--- src/rtl/operand_forward.sv ---
// Forwards RAW-hazard data into register-file read results; 2-cycle issue-to-operand latency, full throughput.
// clk_enable=0 freezes all state. OPERAND_FORWARD_STATS_EN adds a saturating fwd_count output.
module operand_forward #(
  parameter int ADDR_W = 4,
  parameter int DATA_W = 32
) (
  input  logic              clk,
  input  logic              rst_n,
  input  logic              clk_enable,
  input  logic              flush,
  input  logic              rd_issue,
  input  logic [4:0]        rs1,
  input  logic [4:0]        rs2,
  input  logic [DATA_W-1:0] reg_a,
  input  logic [DATA_W-1:0] reg_b,
  input  logic              wb_en,
  input  logic [4:0]        wb_rd,
  input  logic [DATA_W-1:0] wb_data,
  output logic              op_valid,
  output logic [DATA_W-1:0] op_a,
  output logic [DATA_W-1:0] op_b
`ifdef OPERAND_FORWARD_STATS_EN
  ,
  output logic [15:0]       fwd_count
`endif
);

  logic              r_s_valid;
  logic [4:0]        r_rs1;
  logic [4:0]        r_rs2;
  logic              r_h_valid;
  logic [ADDR_W-1:0] r_h_rd;
  logic [DATA_W-1:0] r_h_data;
  logic              r_op_valid;
  logic [DATA_W-1:0] r_op_a;
  logic [DATA_W-1:0] r_op_b;

  logic              w_wr_nz;
  logic              w_live;
  logic              w_a_wb;
  logic              w_a_h;
  logic              w_b_wb;
  logic              w_b_h;
  logic              w_fwd;
  logic              w_out_fire;
  logic [DATA_W-1:0] w_op_a;
  logic [DATA_W-1:0] w_op_b;

  assign w_wr_nz    = (wb_rd != 5'd0);
  assign w_live     = clk_enable & wb_en & w_wr_nz;
  assign w_out_fire = r_s_valid & ~flush;

  // x0 reads never forward; matching uses only the physical index bits.
  assign w_a_wb = w_live    && (r_rs1 != 5'd0) && (wb_rd[ADDR_W-1:0] == r_rs1[ADDR_W-1:0]);
  assign w_a_h  = r_h_valid && (r_rs1 != 5'd0) && (r_h_rd == r_rs1[ADDR_W-1:0]);
  assign w_b_wb = w_live    && (r_rs2 != 5'd0) && (wb_rd[ADDR_W-1:0] == r_rs2[ADDR_W-1:0]);
  assign w_b_h  = r_h_valid && (r_rs2 != 5'd0) && (r_h_rd == r_rs2[ADDR_W-1:0]);
  assign w_fwd  = w_a_wb | w_a_h | w_b_wb | w_b_h;

  always_comb begin
    w_op_a = reg_a;
    if (r_rs1 == 5'd0) w_op_a = '0;
    else if (w_a_wb)   w_op_a = wb_data;
    else if (w_a_h)    w_op_a = r_h_data;

    w_op_b = reg_b;
    if (r_rs2 == 5'd0) w_op_b = '0;
    else if (w_b_wb)   w_op_b = wb_data;
    else if (w_b_h)    w_op_b = r_h_data;
  end

  always_ff @(posedge clk or negedge rst_n) begin
    if (!rst_n) begin
      r_s_valid  <= 1'b0;
      r_rs1      <= '0;
      r_rs2      <= '0;
      r_h_valid  <= 1'b0;
      r_h_rd     <= '0;
      r_h_data   <= '0;
      r_op_valid <= 1'b0;
      r_op_a     <= '0;
      r_op_b     <= '0;
    end else if (clk_enable) begin
      r_s_valid  <= rd_issue & ~flush;
      r_rs1      <= rs1;
      r_rs2      <= rs2;
      // The register file reads the pre-write value on this edge, so keep the write.
      r_h_valid  <= wb_en & w_wr_nz;
      r_h_rd     <= wb_rd[ADDR_W-1:0];
      r_h_data   <= wb_data;
      r_op_valid <= w_out_fire;
      if (w_out_fire) begin
        r_op_a <= w_op_a;
        r_op_b <= w_op_b;
      end
    end
  end

  assign op_valid = r_op_valid;
  assign op_a     = r_op_a;
  assign op_b     = r_op_b;

`ifdef OPERAND_FORWARD_STATS_EN
  logic [15:0] r_fwd_count;

  always_ff @(posedge clk or negedge rst_n) begin
    if (!rst_n) begin
      r_fwd_count <= '0;
    end else if (clk_enable && w_out_fire && w_fwd && (r_fwd_count != 16'hFFFF)) begin
      r_fwd_count <= r_fwd_count + 16'd1;
    end
  end

  assign fwd_count = r_fwd_count;
`else
  logic w_unused;
  assign w_unused = w_fwd;
`endif

endmodule
--- config.mk ---
export PLATFORM = sky130hd
export DESIGN_NAME = operand_forward
export DESIGN_NICKNAME = d
export VERILOG_FILES = /design/src/rtl/operand_forward.sv
export SDC_FILE = /design/constraint.sdc
export NUM_CORES = 1
export LEC_CHECK = 0
export ABC_AREA = 1
export BUFFER_PORTS_ARGS = -buffer_cell sky130_fd_sc_hd__buf_2
export CAP_MARGIN = 20
export CORE_MARGIN = 10
export CORE_UTILIZATION = 48
export CTS_CLUSTER_DIAMETER = 30
export DETAILED_ROUTE_END_ITERATION = 16
export PLACE_DENSITY_LB_ADDON = 0.05
export SYNTH_ARGS = -nofsm -noshare
export SYNTH_HDL_FRONTEND = slang
export SYNTH_SLANG_ARGS = --single-unit
export TNS_END_PERCENT = 20
--- constraint.sdc ---
create_clock -name clk -period 1.4 [get_ports clk]
set_clock_uncertainty 0.1 [all_clocks]
set_input_delay 0.14 -clock clk [delete_from_list [all_inputs] [get_ports clk]]
set_output_delay 0.14 -clock clk [all_outputs]
set_load 0.1 [all_outputs]
* Yosys cells after proc, flatten, opt, wreduce, memory -nomap -nowiden *
Index checks and enable logic that the tools add are counted.

cells by class
  add/subtract/negate cells = 0
  multipliers = 0
  div/mod/pow operators = 0
  magnitude comparators = 0
  equal/unequal tests = 4
  shift operators = 0
  muxes and demuxes = 6
  bitwise gates (word level) = 6
  reductions and logical operators = 14

operators with widths
  kind                 count
  two-way mux 32 bit   6
  equality test 4 bit  4
  nonzero test 5 bit   3
  zero test 5 bit      2
  logical AND 1 bit    8
  AND 1 bit            5
  AND reduction 2 bit  1
  inverter 1 bit       1

word-level totals
  bits in registers = 113
  bits in latches = 0
  bits in writable memories = 0
  bits in read-only memories = 0
  input port bits = 117
  output and inout bits = 65
  memories = 0

* Depth between registers and ports, before layout *
  depth in word-level cells = 6
  depth in mapped cells = 11

* Least setup slack after synthesis *
OpenSTA, ideal clock, no wires.

  path type = register to register
  from = register r_rs2[2]
  to = register r_op_b[10], in the netlist op_b[10]
  arrival = 1.258 ns
  data required time = 1.180 ns
  slack = -0.078 ns
  cell stages (with the launch flop) = 10
  path buffers = 1
  clock period less this slack = 1.478 ns
  cell sequence = dfrtp_1 > xnor2_1 > nand2_1 > nor2_2 > buf_4 > nand3_1 > nand2_1 > inv_1 > nand2_1 > nand2_1

between the ends
  word-level cells in the longest chain between the ends = 6
  elaborated cells between the ends (all ways) = 11
  classes of those cells = 2 x eq/ne; 3 x mux; 6 x reduce/logical

ends and longest elaborated chain
  what                             RTL line  text
  start, declared                  30        logic [4:0] r_rs2;
  start signal, assigned           86        r_rs2 <= rs2;
  nonzero test 5 bit               56, 57
  logical AND 1 bit (2 in series)  57        assign w_b_h = r_h_valid && (r_rs2 != 5'd0) && (r_h_rd == r_rs2[ADDR_W-1:0]);
  two-way mux 32 bit               69        else if (w_b_h) w_op_b = r_h_data;
  two-way mux 32 bit               68        else if (w_b_wb) w_op_b = wb_data;
  two-way mux 32 bit (*)           67        if (r_rs2 == 5'd0) w_op_b = '0;
  end signal, assigned             94        r_op_b <= w_op_b;
  end, declared                    36        logic [DATA_W-1:0] r_op_b;

Every way passes the cells marked *; elsewhere a longest branch is shown, timed or not.
A chain may end at the register's enable or synchronous reset.

* Worst setup path in the final report *
  from = register r_rs2[2]
  to = register r_op_b[16], in the netlist op_b[16]

The elaborated chain is that of the path after synthesis.

==> results.sh <==
export IMPL_synth_seq_cells=113
export IMPL_cts_sink_count=113
export IMPL_synth_area_sq_mm=0.006600
export IMPL_post_route_period_util_pct=120.4
export IMPL_dpl_worst_slack_ns=-0.2920
export IMPL_drt_antenna_violating_nets=0
export IMPL_synth_cells=961
export IMPL_drive_gt1_share_pct=27.15
export IMPL_htree_num_levels=4
export IMPL_worst_slack_ns=-0.2863
export IMPL_run_status="complete, but fails checks"
export IMPL_synthTopCellsByArea="dfrtp_1, nand2_1, nand3_1"
export IMPL_final_core_util_pct=77.14
export IMPL_yosysUniqueCellTypes=19
export IMPL_layout_nets=1386
export IMPL_crit_type="reg2reg"
export IMPL_io_pins=182
export IMPL_period_needed_ns=1.686
export IMPL_worst_pin_slew_ns=0.4763
export IMPL_area_growth_pct=56.00
export IMPL_slew_violations=0
export IMPL_cts_buffers=17
export IMPL_yosys_warnings=0
export IMPL_crit_required_ns=1.61
export IMPL_grt_pass1_vias=7325
export IMPL_start_kind="flop"
export IMPL_viasPerCell=5.151
export IMPL_p_leak_uw=0.005749
export IMPL_clkSlewWorstSetupHoldPaths_ns=0.05
export IMPL_ir_drop_mv=1.604
export IMPL_worst_setup_path_end_kind="flop"
export IMPL_violations="negative setup slack"
export IMPL_synth_top_area_cell="dfrtp_1"
export IMPL_place_hpwl_mm=15.25
export IMPL_hold_viol_final=0
export IMPL_synth_most_common_cell="nand2_1"
export IMPL_ys_flop_type="dfrtp_1"
export IMPL_cts_root_buf="clkbuf_16"
export IMPL_ys_async_sr_fraction_pct=100.0
export IMPL_grt_start_max_net_pins=84
export IMPL_die_area_sq_mm=0.01884
export IMPL_hp_class="in2reg"
export IMPL_num_fill_cells=947
export IMPL_clk_latency_ns=0.42
export IMPL_synth_top_area_share_pct=42.84
export IMPL_yosys_top_cells_count="nand2_1, nand3_1, dfrtp_1, inv_1, o21ai_0"
export IMPL_synth_nets=1078
export IMPL_power_density_mw_per_mm2=1501
export IMPL_clock_path_buffers=2
export IMPL_r2r_slack_ns=-0.29
export IMPL_core_area_sq_mm=0.01335
export IMPL_routed_wl_mm=24.90
export IMPL_die_y_microns=137.3
export IMPL_wl_per_cell_microns=17.07
export IMPL_report_final_setup_viol=64
export IMPL_grt_pass1_wl_mm=37.94
export IMPL_initial_core_util_pct=49.45
export IMPL_max_freq_mhz=593.0
export IMPL_drcViolationCount=0
export IMPL_yosysSeqAreaShare_pct=42.84
export IMPL_arrival_ns=1.89
export IMPL_cts_tree="done"
export IMPL_max_slew_margin_pct=68.24
export IMPL_initialDrtViolationCount=789
export IMPL_io_buffers=181
export IMPL_avgSynthCellArea_sq_um=6.868
export IMPL_die_w_microns=137.3
export IMPL_synth_edf_count=0
export IMPL_rsz0062_at_grt="yes"
export IMPL_antenna_found_initial=1
export IMPL_maxCapViolations=0
export IMPL_place_gp_congestion=0.8901
export IMPL_overflow=0
export IMPL_drt_pass1_iter_count=6
export IMPL_grt_util_all_layers_pct=25.38
export IMPL_rows=42
export IMPL_cp_max_fo=11
export IMPL_num_vias=7515
[layout make-up]
class	count	area, sq um	area share [%]
Antenna cell	1	2.502	0.02430
Clock inverter	5	50.05	0.4861
Multi-Input combinational cell	671	3236	31.43
Tap cell	176	220.2	2.139
Inverter	118	442.9	4.302
Clock buffer	27	513.0	4.982
Sequential cell	113	2828	27.46
Timing Repair Buffer	348	3004	29.18
[path summary, 6_finish.rpt]
path,startpoint,depth (start not counted),end
max in group asynchronous,rst_n,3,r_h_data[26]
hold / removal,wb_en,5,r_h_valid
min in group asynchronous,rst_n,3,op_a[5]
hold reg to reg,op_a[10],2,op_a[10]
setup / recovery,r_rs2[2],11,op_b[16]
setup reg to reg,r_rs2[2],11,op_b[16]
[repair_timing]
action,in CTS,in global routing
buffers inserted,3,4
gates cloned,0,4
pin swaps,8,34
gates resized for setup,89,64
hold endpoints to repair,224,0
setup endpoints to repair,128,65
hold buffers,114,0
[stage by stage]
stage | cell area, sq um | total power, uW | TNS (ns) | hold slack (ns) | instances
global route | 10300 | 15980 | -20.93 | 0.1016 | 1459
CTS | 9906 | 15220 | -12.28 | 0.04013 | 1450
global placement | 7913 | 10420 | -13.00 | 0.1008 | 1301
finish | 10300 | 15460 | -14.72 | 0.04328 | 1459
floorplan | 6634 | 9080 | -0.5329 | -0.2556 | 961
detailed placement | 7913 | 10450 | -15.13 | 0.1093 | 1301
[state kept, by name (all words and copies together), names as in the netlist]
register,cells
op_a,32
op_b,32
op_valid,1
r_h_data,32
r_h_rd,4
r_h_valid,1
r_rs1,5
r_rs2,5
r_s_valid,1
[worst max-delay path, cell delays in order, from the launching register on]
cell       delay [ns]
dfrtp_1          0.40
inv_2            0.10
nand2_1          0.06
nand2_1          0.09
nand2_2          0.07
nor2_4           0.18
nand2_4          0.13
clkbuf_16        0.21
nand2_1          0.06
nand3_1          0.06
nand2_1          0.07
nand2_1          0.05
[metal layers]
metal / up-vias / part of all wire [%] / global-route usage [%]
met2: 382 / 49 / 40.94
met1: 3470 / 40 / 32.32
met3: 57 / 8.6 / 6.737
met5: - / 0 / 0
met4: 0 / 2.5 / 8.548
li1: 3606 / - / -
[logic make-up after synthesis]
group	Yosys count	synth area share [%]
buffers and inverters	177	12.53
flip-flops	113	42.84
XOR/XNOR	8	1.062
AND/OR/NAND/NOR	610	39.54
AO/OA/AOI/OAI	53	4.019
[power by group]
part / switching (uW) / total [uW] / internal, uW
Clock: 1510 / 4180 / 2660
Combinational: 5240 / 6940 / 1700
Sequential: 446 / 4340 / 3890
[placed cells by master, fill, tap and decap left out, types with 22 or more instances in the layout]
master | synthesis | layout
buf_4 | 6 | 81
inv_1 | 108 | 105
nand2_1 | 394 | 360
nand2_2 | 3 | 29
buf_2 | 22 | 115
dlygate4sd3_1 | 0 | 114
nand3_1 | 198 | 176
o21ai_0 | 49 | 49
dfrtp_1 | 113 | 113
buf_12 | 0 | 22
No activity file was read; power rests on OpenSTA's default activity.
